<file path="config.mk">
export PLATFORM = sky130hd
export DESIGN_NAME = cache_axi_bridge_flat
export DESIGN_NICKNAME = d
export VERILOG_FILES = /design/src/rtl/cache_axi_bridge_pkg.sv /design/src/rtl/cache_axi_bridge_if.sv /design/src/rtl/cache_axi_wr_engine.sv /design/src/rtl/cache_axi_bridge.sv /design/src/flat_wrapper.sv
export SDC_FILE = /design/constraint.sdc
export NUM_CORES = 1
export LEC_CHECK = 0
export BUFFER_PORTS_ARGS = -buffer_cell sky130_fd_sc_hd__clkbuf_2
export CORE_AREA = 10 10 170 172
export DETAILED_ROUTE_END_ITERATION = 8
export DIE_AREA = 0 0 180 182
export GPL_ROUTABILITY_DRIVEN = 1
export PLACE_DENSITY_LB_ADDON = 0.1
export SLEW_MARGIN = 15
export SYNTH_ARGS = -nofsm -noshare
export SYNTH_HDL_FRONTEND = slang
export SYNTH_SLANG_ARGS = --single-unit
</file>
<file path="constraint.sdc">
create_clock -name clk -period 2.01 [get_ports clk]
set_clock_uncertainty 0.2 [all_clocks]
set_input_delay 0.201 -clock clk [delete_from_list [all_inputs] [get_ports clk]]
set_output_delay 0.201 -clock clk [all_outputs]
set_load 0.005 [all_outputs]
</file>
<file path="src/rtl/cache_axi_bridge_pkg.sv">
// rtl/cache_axi_bridge_pkg.sv - request types, AXI constants and FSM encodings for cache_axi_bridge
package cache_axi_pkg;

   localparam logic [2:0] TYPE_BYTE = 3'b000;
   localparam logic [2:0] TYPE_HALF = 3'b001;
   localparam logic [2:0] TYPE_WORD = 3'b010;
   localparam logic [2:0] TYPE_LINE = 3'b100;

   localparam logic [1:0] AXI_BURST_INCR = 2'b01;
   localparam int         LINE_BEATS     = 4;

   localparam logic [1:0] R_IDLE = 2'd0;
   localparam logic [1:0] R_AR   = 2'd1;
   localparam logic [1:0] R_DATA = 2'd2;

   localparam logic [1:0] W_IDLE = 2'd0;
   localparam logic [1:0] W_AW   = 2'd1;
   localparam logic [1:0] W_DATA = 2'd2;
   localparam logic [1:0] W_RESP = 2'd3;

   // Only line requests burst; everything else is a single beat of its own size.
   function automatic logic [7:0] axi_len(input logic [2:0] t);
      return (t == TYPE_LINE) ? 8'(LINE_BEATS - 1) : 8'd0;
   endfunction

   function automatic logic [2:0] axi_size(input logic [2:0] t);
      return (t == TYPE_LINE) ? 3'd2 : {1'b0, t[1:0]};
   endfunction

endpackage

</file>
<file path="src/rtl/cache_axi_bridge_if.sv">
// rtl/cache_axi_bridge_if.sv - cache request/return and AXI4 master channel bundle
interface cache_axi_bridge_if;

   logic         rd_req;
   logic [3:0]   rd_type;
   logic [31:0]  rd_addr;
   logic         rd_rdy;
   logic         ret_valid;
   logic         ret_last;
   logic [31:0]  ret_data;
   logic         wr_req;
   logic [3:0]   wr_type;
   logic [31:0]  wr_addr;
   logic [3:0]   wr_wstrb;
   logic [127:0] wr_data;
   logic         wr_rdy;

   logic [3:0]   arid;
   logic [31:0]  araddr;
   logic [7:0]   arlen;
   logic [2:0]   arsize;
   logic [1:0]   arburst;
   logic [1:0]   arlock;
   logic [3:0]   arcache;
   logic [2:0]   arprot;
   logic         arvalid;
   logic         arready;
   logic [3:0]   rid;
   logic [31:0]  rdata;
   logic [1:0]   rresp;
   logic         rlast;
   logic         rvalid;
   logic         rready;
   logic [3:0]   awid;
   logic [31:0]  awaddr;
   logic [7:0]   awlen;
   logic [2:0]   awsize;
   logic [1:0]   awburst;
   logic [1:0]   awlock;
   logic [3:0]   awcache;
   logic [2:0]   awprot;
   logic         awvalid;
   logic         awready;
   logic [3:0]   wid;
   logic [31:0]  wdata;
   logic [3:0]   wstrb;
   logic         wlast;
   logic         wvalid;
   logic         wready;
   logic [3:0]   bid;
   logic [1:0]   bresp;
   logic         bvalid;
   logic         bready;

   modport master (
      input  rd_req, rd_type, rd_addr, wr_req, wr_type, wr_addr, wr_wstrb, wr_data,
      output rd_rdy, ret_valid, ret_last, ret_data, wr_rdy,
      output arid, araddr, arlen, arsize, arburst, arlock, arcache, arprot, arvalid,
      input  arready,
      input  rid, rdata, rresp, rlast, rvalid,
      output rready,
      output awid, awaddr, awlen, awsize, awburst, awlock, awcache, awprot, awvalid,
      input  awready,
      output wid, wdata, wstrb, wlast, wvalid,
      input  wready,
      input  bid, bresp, bvalid,
      output bready
   );

   modport slave (
      output rd_req, rd_type, rd_addr, wr_req, wr_type, wr_addr, wr_wstrb, wr_data,
      input  rd_rdy, ret_valid, ret_last, ret_data, wr_rdy,
      input  arid, araddr, arlen, arsize, arburst, arlock, arcache, arprot, arvalid,
      output arready,
      output rid, rdata, rresp, rlast, rvalid,
      input  rready,
      input  awid, awaddr, awlen, awsize, awburst, awlock, awcache, awprot, awvalid,
      output awready,
      input  wid, wdata, wstrb, wlast, wvalid,
      output wready,
      output bid, bresp, bvalid,
      input  bready
   );

endinterface

</file>
<file path="src/rtl/cache_axi_wr_engine.sv">
// rtl/cache_axi_wr_engine.sv - write FSM, 128-bit line buffer and W beat counter
module cache_axi_wr_engine
   import cache_axi_pkg::*;
#(
   parameter logic [3:0] WR_ID = 4'd1
) (
   input  logic         i_clk,
   input  logic         i_resetn,
   input  logic         i_wr_req,
   input  logic [3:0]   i_wr_type,
   input  logic [31:0]  i_wr_addr,
   input  logic [3:0]   i_wr_wstrb,
   input  logic [127:0] i_wr_data,
   output logic         o_wr_rdy,
   output logic         o_busy,
   output logic [27:0]  o_line_addr,
   output logic [3:0]   o_awid,
   output logic [31:0]  o_awaddr,
   output logic [7:0]   o_awlen,
   output logic [2:0]   o_awsize,
   output logic [1:0]   o_awburst,
   output logic         o_awvalid,
   input  logic         i_awready,
   output logic [3:0]   o_wid,
   output logic [31:0]  o_wdata,
   output logic [3:0]   o_wstrb,
   output logic         o_wlast,
   output logic         o_wvalid,
   input  logic         i_wready,
   input  logic         i_bvalid,
   output logic         o_bready
);

   logic [1:0]   r_state;
   logic [31:0]  r_addr;
   logic [2:0]   r_type;
   logic [3:0]   r_wstrb;
   logic [127:0] r_data;
   logic [1:0]   r_cnt;
   logic [7:0]   w_len;
   logic         w_last_beat;
   logic         w_unused;

   assign w_len       = axi_len(r_type);
   assign w_last_beat = ({6'd0, r_cnt} == w_len);
   assign w_unused    = i_wr_type[3];

   always_ff @(posedge i_clk or negedge i_resetn) begin
      if (!i_resetn) begin
         r_state <= W_IDLE;
         r_addr  <= '0;
         r_type  <= '0;
         r_wstrb <= '0;
         r_data  <= '0;
         r_cnt   <= '0;
      end else begin
         case (r_state)
            W_IDLE: if (i_wr_req) begin
               // Whole line is captured so the cache is free to change wr_data next cycle.
               r_state <= W_AW;
               r_addr  <= i_wr_addr;
               r_type  <= i_wr_type[2:0];
               r_wstrb <= i_wr_wstrb;
               r_data  <= i_wr_data;
            end
            W_AW: if (i_awready) r_state <= W_DATA;
            W_DATA: if (i_wready) begin
               if (w_last_beat) begin
                  r_state <= W_RESP;
                  r_cnt   <= '0;
               end else begin
                  r_cnt <= r_cnt + 2'd1;
               end
            end
            W_RESP: if (i_bvalid) r_state <= W_IDLE;
            default: r_state <= W_IDLE;
         endcase
      end
   end

   assign o_wr_rdy    = (r_state == W_IDLE);
   assign o_busy      = (r_state != W_IDLE);
   assign o_line_addr = r_addr[31:4];

   assign o_awid    = WR_ID;
   assign o_awaddr  = r_addr;
   assign o_awlen   = w_len;
   assign o_awsize  = axi_size(r_type);
   assign o_awburst = AXI_BURST_INCR;
   assign o_awvalid = (r_state == W_AW);

   assign o_wid    = WR_ID;
   assign o_wdata  = r_data[{r_cnt, 5'd0} +: 32];
   assign o_wstrb  = (r_type == TYPE_LINE) ? 4'hf : r_wstrb;
   assign o_wvalid = (r_state == W_DATA);
   assign o_wlast  = (r_state == W_DATA) && w_last_beat;
   assign o_bready = (r_state == W_RESP);

endmodule

</file>
<file path="src/rtl/cache_axi_bridge.sv">
// rtl/cache_axi_bridge.sv - cache refill/write-back to AXI4 master bridge with read-after-write guard
// Optional macro CACHE_AXI_RAW_CHECK_EN: block reads only on a line-address match with the write.
module cache_axi_bridge
   import cache_axi_pkg::*;
#(
   parameter logic [3:0] RD_ID = 4'd0,
   parameter logic [3:0] WR_ID = 4'd1
) (
   input  logic            clk,
   input  logic            resetn,
   cache_axi_bridge_if.master bus
);

   logic [1:0]  r_rstate;
   logic [31:0] r_raddr;
   logic [2:0]  r_rtype;
   logic        w_wr_rdy;
   logic        w_wr_busy;
   logic [27:0] w_wr_line;
   logic        w_wr_accept;
   logic        w_raw_block;
   logic        w_rd_accept;
   logic        w_in_rdata;
   logic        w_unused;

   cache_axi_wr_engine #(.WR_ID(WR_ID)) u_wr_engine (
      .i_clk       (clk),
      .i_resetn    (resetn),
      .i_wr_req    (bus.wr_req),
      .i_wr_type   (bus.wr_type),
      .i_wr_addr   (bus.wr_addr),
      .i_wr_wstrb  (bus.wr_wstrb),
      .i_wr_data   (bus.wr_data),
      .o_wr_rdy    (w_wr_rdy),
      .o_busy      (w_wr_busy),
      .o_line_addr (w_wr_line),
      .o_awid      (bus.awid),
      .o_awaddr    (bus.awaddr),
      .o_awlen     (bus.awlen),
      .o_awsize    (bus.awsize),
      .o_awburst   (bus.awburst),
      .o_awvalid   (bus.awvalid),
      .i_awready   (bus.awready),
      .o_wid       (bus.wid),
      .o_wdata     (bus.wdata),
      .o_wstrb     (bus.wstrb),
      .o_wlast     (bus.wlast),
      .o_wvalid    (bus.wvalid),
      .i_wready    (bus.wready),
      .i_bvalid    (bus.bvalid),
      .o_bready    (bus.bready)
   );

   assign w_wr_accept = bus.wr_req & w_wr_rdy;

`ifdef CACHE_AXI_RAW_CHECK_EN
   assign w_raw_block = (w_wr_busy   && (bus.rd_addr[31:4] == w_wr_line)) ||
                        (w_wr_accept && (bus.rd_addr[31:4] == bus.wr_addr[31:4]));
`else
   assign w_raw_block = w_wr_busy || w_wr_accept;
`endif

   assign w_rd_accept = bus.rd_req && (r_rstate == R_IDLE) && !w_raw_block;
   assign w_in_rdata  = (r_rstate == R_DATA);

   always_ff @(posedge clk or negedge resetn) begin
      if (!resetn) begin
         r_rstate <= R_IDLE;
         r_raddr  <= '0;
         r_rtype  <= '0;
      end else begin
         case (r_rstate)
            R_IDLE: if (w_rd_accept) begin
               r_rstate <= R_AR;
               r_raddr  <= bus.rd_addr;
               r_rtype  <= bus.rd_type[2:0];
            end
            R_AR:   if (bus.arready) r_rstate <= R_DATA;
            R_DATA: if (bus.rvalid && bus.rlast) r_rstate <= R_IDLE;
            default: r_rstate <= R_IDLE;
         endcase
      end
   end

   assign bus.rd_rdy  = (r_rstate == R_IDLE) && !w_raw_block;
   assign bus.wr_rdy  = w_wr_rdy;

   assign bus.arid    = RD_ID;
   assign bus.araddr  = r_raddr;
   assign bus.arlen   = axi_len(r_rtype);
   assign bus.arsize  = axi_size(r_rtype);
   assign bus.arburst = AXI_BURST_INCR;
   assign bus.arvalid = (r_rstate == R_AR);
   assign bus.rready  = w_in_rdata;

   // Return path is a straight pass-through, qualified only so a stray rvalid outside a burst never reaches the cache.
   assign bus.ret_valid = bus.rvalid && w_in_rdata;
   assign bus.ret_last  = bus.rlast && w_in_rdata;
   assign bus.ret_data  = bus.rdata;

   assign bus.arlock  = '0;
   assign bus.arcache = '0;
   assign bus.arprot  = '0;
   assign bus.awlock  = '0;
   assign bus.awcache = '0;
   assign bus.awprot  = '0;

   assign w_unused = ^{bus.rid, bus.rresp, bus.bid, bus.bresp, bus.rd_type[3], w_wr_line};

endmodule

</file>
<file path="src/flat_wrapper.sv">
// flat-port wrapper written by rule: the top's interface ports become plain ports
module cache_axi_bridge_flat import cache_axi_pkg::*;
#(
   parameter logic [3:0] RD_ID = 4'd0,
   parameter logic [3:0] WR_ID = 4'd1
)
  (clk, resetn, bus_rd_req, bus_rd_type, bus_rd_addr, bus_wr_req, bus_wr_type, bus_wr_addr, bus_wr_wstrb, bus_wr_data, bus_rd_rdy, bus_ret_valid, bus_ret_last, bus_ret_data, bus_wr_rdy, bus_arid, bus_araddr, bus_arlen, bus_arsize, bus_arburst, bus_arlock, bus_arcache, bus_arprot, bus_arvalid, bus_arready, bus_rid, bus_rdata, bus_rresp, bus_rlast, bus_rvalid, bus_rready, bus_awid, bus_awaddr, bus_awlen, bus_awsize, bus_awburst, bus_awlock, bus_awcache, bus_awprot, bus_awvalid, bus_awready, bus_wid, bus_wdata, bus_wstrb, bus_wlast, bus_wvalid, bus_wready, bus_bid, bus_bresp, bus_bvalid, bus_bready);
  cache_axi_bridge_if bus_i ();
  input  logic clk;
  input  logic resetn;
  input wire logic [$bits(bus_i.rd_req)-1:0] bus_rd_req;
  input wire logic [$bits(bus_i.rd_type)-1:0] bus_rd_type;
  input wire logic [$bits(bus_i.rd_addr)-1:0] bus_rd_addr;
  input wire logic [$bits(bus_i.wr_req)-1:0] bus_wr_req;
  input wire logic [$bits(bus_i.wr_type)-1:0] bus_wr_type;
  input wire logic [$bits(bus_i.wr_addr)-1:0] bus_wr_addr;
  input wire logic [$bits(bus_i.wr_wstrb)-1:0] bus_wr_wstrb;
  input wire logic [$bits(bus_i.wr_data)-1:0] bus_wr_data;
  output wire logic [$bits(bus_i.rd_rdy)-1:0] bus_rd_rdy;
  output wire logic [$bits(bus_i.ret_valid)-1:0] bus_ret_valid;
  output wire logic [$bits(bus_i.ret_last)-1:0] bus_ret_last;
  output wire logic [$bits(bus_i.ret_data)-1:0] bus_ret_data;
  output wire logic [$bits(bus_i.wr_rdy)-1:0] bus_wr_rdy;
  output wire logic [$bits(bus_i.arid)-1:0] bus_arid;
  output wire logic [$bits(bus_i.araddr)-1:0] bus_araddr;
  output wire logic [$bits(bus_i.arlen)-1:0] bus_arlen;
  output wire logic [$bits(bus_i.arsize)-1:0] bus_arsize;
  output wire logic [$bits(bus_i.arburst)-1:0] bus_arburst;
  output wire logic [$bits(bus_i.arlock)-1:0] bus_arlock;
  output wire logic [$bits(bus_i.arcache)-1:0] bus_arcache;
  output wire logic [$bits(bus_i.arprot)-1:0] bus_arprot;
  output wire logic [$bits(bus_i.arvalid)-1:0] bus_arvalid;
  input wire logic [$bits(bus_i.arready)-1:0] bus_arready;
  input wire logic [$bits(bus_i.rid)-1:0] bus_rid;
  input wire logic [$bits(bus_i.rdata)-1:0] bus_rdata;
  input wire logic [$bits(bus_i.rresp)-1:0] bus_rresp;
  input wire logic [$bits(bus_i.rlast)-1:0] bus_rlast;
  input wire logic [$bits(bus_i.rvalid)-1:0] bus_rvalid;
  output wire logic [$bits(bus_i.rready)-1:0] bus_rready;
  output wire logic [$bits(bus_i.awid)-1:0] bus_awid;
  output wire logic [$bits(bus_i.awaddr)-1:0] bus_awaddr;
  output wire logic [$bits(bus_i.awlen)-1:0] bus_awlen;
  output wire logic [$bits(bus_i.awsize)-1:0] bus_awsize;
  output wire logic [$bits(bus_i.awburst)-1:0] bus_awburst;
  output wire logic [$bits(bus_i.awlock)-1:0] bus_awlock;
  output wire logic [$bits(bus_i.awcache)-1:0] bus_awcache;
  output wire logic [$bits(bus_i.awprot)-1:0] bus_awprot;
  output wire logic [$bits(bus_i.awvalid)-1:0] bus_awvalid;
  input wire logic [$bits(bus_i.awready)-1:0] bus_awready;
  output wire logic [$bits(bus_i.wid)-1:0] bus_wid;
  output wire logic [$bits(bus_i.wdata)-1:0] bus_wdata;
  output wire logic [$bits(bus_i.wstrb)-1:0] bus_wstrb;
  output wire logic [$bits(bus_i.wlast)-1:0] bus_wlast;
  output wire logic [$bits(bus_i.wvalid)-1:0] bus_wvalid;
  input wire logic [$bits(bus_i.wready)-1:0] bus_wready;
  input wire logic [$bits(bus_i.bid)-1:0] bus_bid;
  input wire logic [$bits(bus_i.bresp)-1:0] bus_bresp;
  input wire logic [$bits(bus_i.bvalid)-1:0] bus_bvalid;
  output wire logic [$bits(bus_i.bready)-1:0] bus_bready;
  assign bus_i.rd_req = bus_rd_req;
  assign bus_i.rd_type = bus_rd_type;
  assign bus_i.rd_addr = bus_rd_addr;
  assign bus_i.wr_req = bus_wr_req;
  assign bus_i.wr_type = bus_wr_type;
  assign bus_i.wr_addr = bus_wr_addr;
  assign bus_i.wr_wstrb = bus_wr_wstrb;
  assign bus_i.wr_data = bus_wr_data;
  assign bus_rd_rdy = bus_i.rd_rdy;
  assign bus_ret_valid = bus_i.ret_valid;
  assign bus_ret_last = bus_i.ret_last;
  assign bus_ret_data = bus_i.ret_data;
  assign bus_wr_rdy = bus_i.wr_rdy;
  assign bus_arid = bus_i.arid;
  assign bus_araddr = bus_i.araddr;
  assign bus_arlen = bus_i.arlen;
  assign bus_arsize = bus_i.arsize;
  assign bus_arburst = bus_i.arburst;
  assign bus_arlock = bus_i.arlock;
  assign bus_arcache = bus_i.arcache;
  assign bus_arprot = bus_i.arprot;
  assign bus_arvalid = bus_i.arvalid;
  assign bus_i.arready = bus_arready;
  assign bus_i.rid = bus_rid;
  assign bus_i.rdata = bus_rdata;
  assign bus_i.rresp = bus_rresp;
  assign bus_i.rlast = bus_rlast;
  assign bus_i.rvalid = bus_rvalid;
  assign bus_rready = bus_i.rready;
  assign bus_awid = bus_i.awid;
  assign bus_awaddr = bus_i.awaddr;
  assign bus_awlen = bus_i.awlen;
  assign bus_awsize = bus_i.awsize;
  assign bus_awburst = bus_i.awburst;
  assign bus_awlock = bus_i.awlock;
  assign bus_awcache = bus_i.awcache;
  assign bus_awprot = bus_i.awprot;
  assign bus_awvalid = bus_i.awvalid;
  assign bus_i.awready = bus_awready;
  assign bus_wid = bus_i.wid;
  assign bus_wdata = bus_i.wdata;
  assign bus_wstrb = bus_i.wstrb;
  assign bus_wlast = bus_i.wlast;
  assign bus_wvalid = bus_i.wvalid;
  assign bus_i.wready = bus_wready;
  assign bus_i.bid = bus_bid;
  assign bus_i.bresp = bus_bresp;
  assign bus_i.bvalid = bus_bvalid;
  assign bus_bready = bus_i.bready;
  cache_axi_bridge #(.RD_ID(RD_ID), .WR_ID(WR_ID)) u_core (.clk(clk), .resetn(resetn), .bus(bus_i));
endmodule
</file>
==> results.cfg <==
[route]
vias_per_cell = 4.499
drt_iter0_drc = 161
postRouteAntennaNets = 0
route.detailed.drc = 0
firstDrtPassIters = 4
wire_per_inst_um = 18.30
finalWirelength_um = 27450
vias = 6748

[logic_synthesis]
syn-cell-area_um2 = 9361
synth_edf_count = 0
ys.flop_type = dfrtp_1
synth-seq-cells = 208
netlist_instances = 609
synth_area_per_cell_um2 = 15.37
synth_area_leaders = dfrtp_1 56%, mux2_2 24%, mux4_2 7.7%
async_flop_share_pct = 100.0
ys_seq_area_share_pct = 55.60
synth_top_area_share_pct = 55.60
yosys_warnings = 0
synth_top_area_cell = dfrtp_1
yosys.cell_types.count = 33

[flow_run]
drv_cap = 0

[hold_path]
hold_path_class = in -> async

[final_layout]
nFillCells = 2035
area_growth_pct = 53.50
fin_nets = 1411
final_cell_mix = 319 x clkbuf_2, 210 x dlygate4sd3_1, 206 x dfrtp_1
drive_gt1_share_pct = 57.00
diodes = 0
final_common_cell = clkbuf_2

[clock_tree]
cts.sinks = 208
clk_pin_slew_ns = 0.06
htree_levels = 1
clock_latency_ns = 0.50
cts_buffers = 24
cts_tree = built
clockRootBuffer = clkbuf_16
clockBufferDepth = 3

[die]
die_y_um = 182
fp-row-count = 59
ios = 456
start_util_pct = 36.55
die_area_um2 = 32760
core_area_um2 = 25620
die_w_um = 180

[place]
io_buffer_count = 329
gp_congestion = 0.7510
hpwl_um = 19790
dp_slack_ns = 0.01165

[sta]
fin_crit_ns = 2.281
slew-limit-headroom_pct = 65.23
period_share_pct = 113.5
holdWs_ns = 0.05312
worstMarginPinSlew_ns = 0.5215
slew_viol_final = 0
setup_viol = 33
rsz0062_at_grt = true
hold_viol = 0
max_freq_ghz = 0.4383
fin_ws_ns = -0.2715

[setup_path]
required_ns = 1.61
end_kind = output pin
critPathKind = reg -> out
crit_path_start_kind = register
arrival_ns = 1.88
path_max_fanout = 15

[global_route]
grt_pass1_wl_um = 43970
antenna_found_initial = 0
grt_max_degree = 59
overflow = 0
grt_pass1_vias = 8049
grtUsageTotal_pct = 16.35

[power]
powerDensity_nw_per_um2 = 1413
peakVddDrop_uv = 979.7
p_leak_nw = 6.862

[outcome]
failed_checks = setup timing
status = finished, violations left
-- through the flow --
stage / setup TNS [ns] / std cells / power [mW] / instance area [um2] / util [%]
2_1_floorplan: 0 / 655 / 11.93 / 9534 / -
3_3_place_gp: 0 / 1232 / 14.91 / 11230 / 43.82
3_5_place_dp: 0 / 1232 / 15.26 / 11230 / 43.82
4_1_cts: -8.984 / 1495 / 20.47 / 14300 / 55.83
5_1_grt: -9.955 / 1500 / 21.68 / 14370 / 56.10
6_report: -6.769 / 1500 / 20.30 / 14370 / 56.10
-- cells by family (layout without fill, tap and decap cells) --
| group | after synthesis | in the layout | share of synthesized area, % |
|---|---|---|---|
| AOI/OAI and AO/OA | 8 | 8 | 0.5882 |
| other | 2 | 48 | 0.08022 |
| xor gates and xnor gates | 1 | 1 | 0.09357 |
| and+or+nand+nor | 28 | 28 | 1.938 |
| adders and majority gates | 5 | 5 | 0.6683 |
| buffers and inverters | 120 | 630 | 8.701 |
| muxes | 237 | 237 | 32.33 |
| DFF | 208 | 208 | 55.60 |
-- repair_timing --
item / CTS / global route
gates resized for setup: 15 / 20
gates cloned: 1 / 0
setup endpoints to repair: 40 / 42
hold buffers: 210 / 0
endpoints found under the hold margin: 416 / 0
pin swaps: 2 / 4
setup buffers: 9 / 7
-- worst max-delay path, stage by stage, from the launching register on --
cell and delay (ns):
dfrtp_2 0.46, buf_12 0.21, mux4_2 0.55, clkbuf_2 0.14
-- power by group --
part / switching [mW] / total (mW) / internal (mW) / leakage (nW)
logic: 3.23 / 8.44 / 5.21 / 3.98
clock network: 1.67 / 4.41 / 2.73 / 0.410
registers: 1.11 / 7.45 / 6.35 / 2.47
total: 6.01 / 20.3 / 14.3 / 6.86
-- worst paths after layout --
| kind | startpoint | end | slack (ns) | cells past startpoint |
|---|---|---|---|---|
| min reg2reg | u_core.u_wr_engine.r_data[66]$_DFFE_PN0P_ | u_core.u_wr_engine.r_data[66]$_DFFE_PN0P_ | 0.30 | 1 |
| max | u_core.u_wr_engine.r_cnt[0]$_DFFE_PN0P_ | bus_wdata[28] | -0.27 | 3 |
| min in group clk | bus_wr_req | u_core.u_wr_engine.r_data[106]$_DFFE_PN0P_ | 0.11 | 4 |
| max in group asynchronous | resetn | u_core.u_wr_engine.o_awaddr[11]$_DFFE_PN0P_ | 0.90 | 3 |
| max reg2reg | u_core.u_wr_engine.r_state[0]$_DFFE_PN0P_ | u_core.u_wr_engine.r_data[55]$_DFFE_PN0P_ | 0.08 | 7 |
| min | resetn | u_core.u_wr_engine.r_data[8]$_DFFE_PN0P_ | 0.05 | 2 |
-- registers in the layout, indices dropped and copies added (netlist names), 3 cells and up --
signal                       flops
u_core.u_wr_engine.r_data      128
u_core.u_wr_engine.o_awaddr     32
u_core.r_rtype                   3
u_core.u_wr_engine.r_type        3
u_core.bus.araddr               32
u_core.u_wr_engine.r_wstrb       4
-- cell type report --
class | instances | area [um2] | share of cell area (%)
well taps | 335 | 419.2 | 2.917
flip-flops and latches | 208 | 5207 | 36.24
repair buffers | 580 | 4322 | 30.07
clock inverters | 9 | 95.09 | 0.6617
multi-input cells | 327 | 3581 | 24.92
clock buffers | 34 | 719.4 | 5.007
inverters | 7 | 26.28 | 0.1828
-- cells in the mapped netlist, types with 3 or more instances --
master / n
dfrtp_1: 208
mux2_2: 202
buf_4: 84
mux4_2: 32
buf_2: 21
nand2_1: 7
inv_1: 6
clkbuf_1: 5
ha_1: 5
or2_2: 5
and2_1: 3
buf_6: 3
nand2b_1: 3
-- per-layer routing --
metal / up-vias / GRT usage (%) / share of wire [%]
met5: - / 0 / 0
met4: 0 / 3.639 / 1.6
met3: 34 / 6.561 / 9.6
met2: 293 / 28.39 / 50
met1: 3319 / 18.52 / 39
li1: 3102 / - / -
Note: power is estimated with default switching activity, not from simulation.
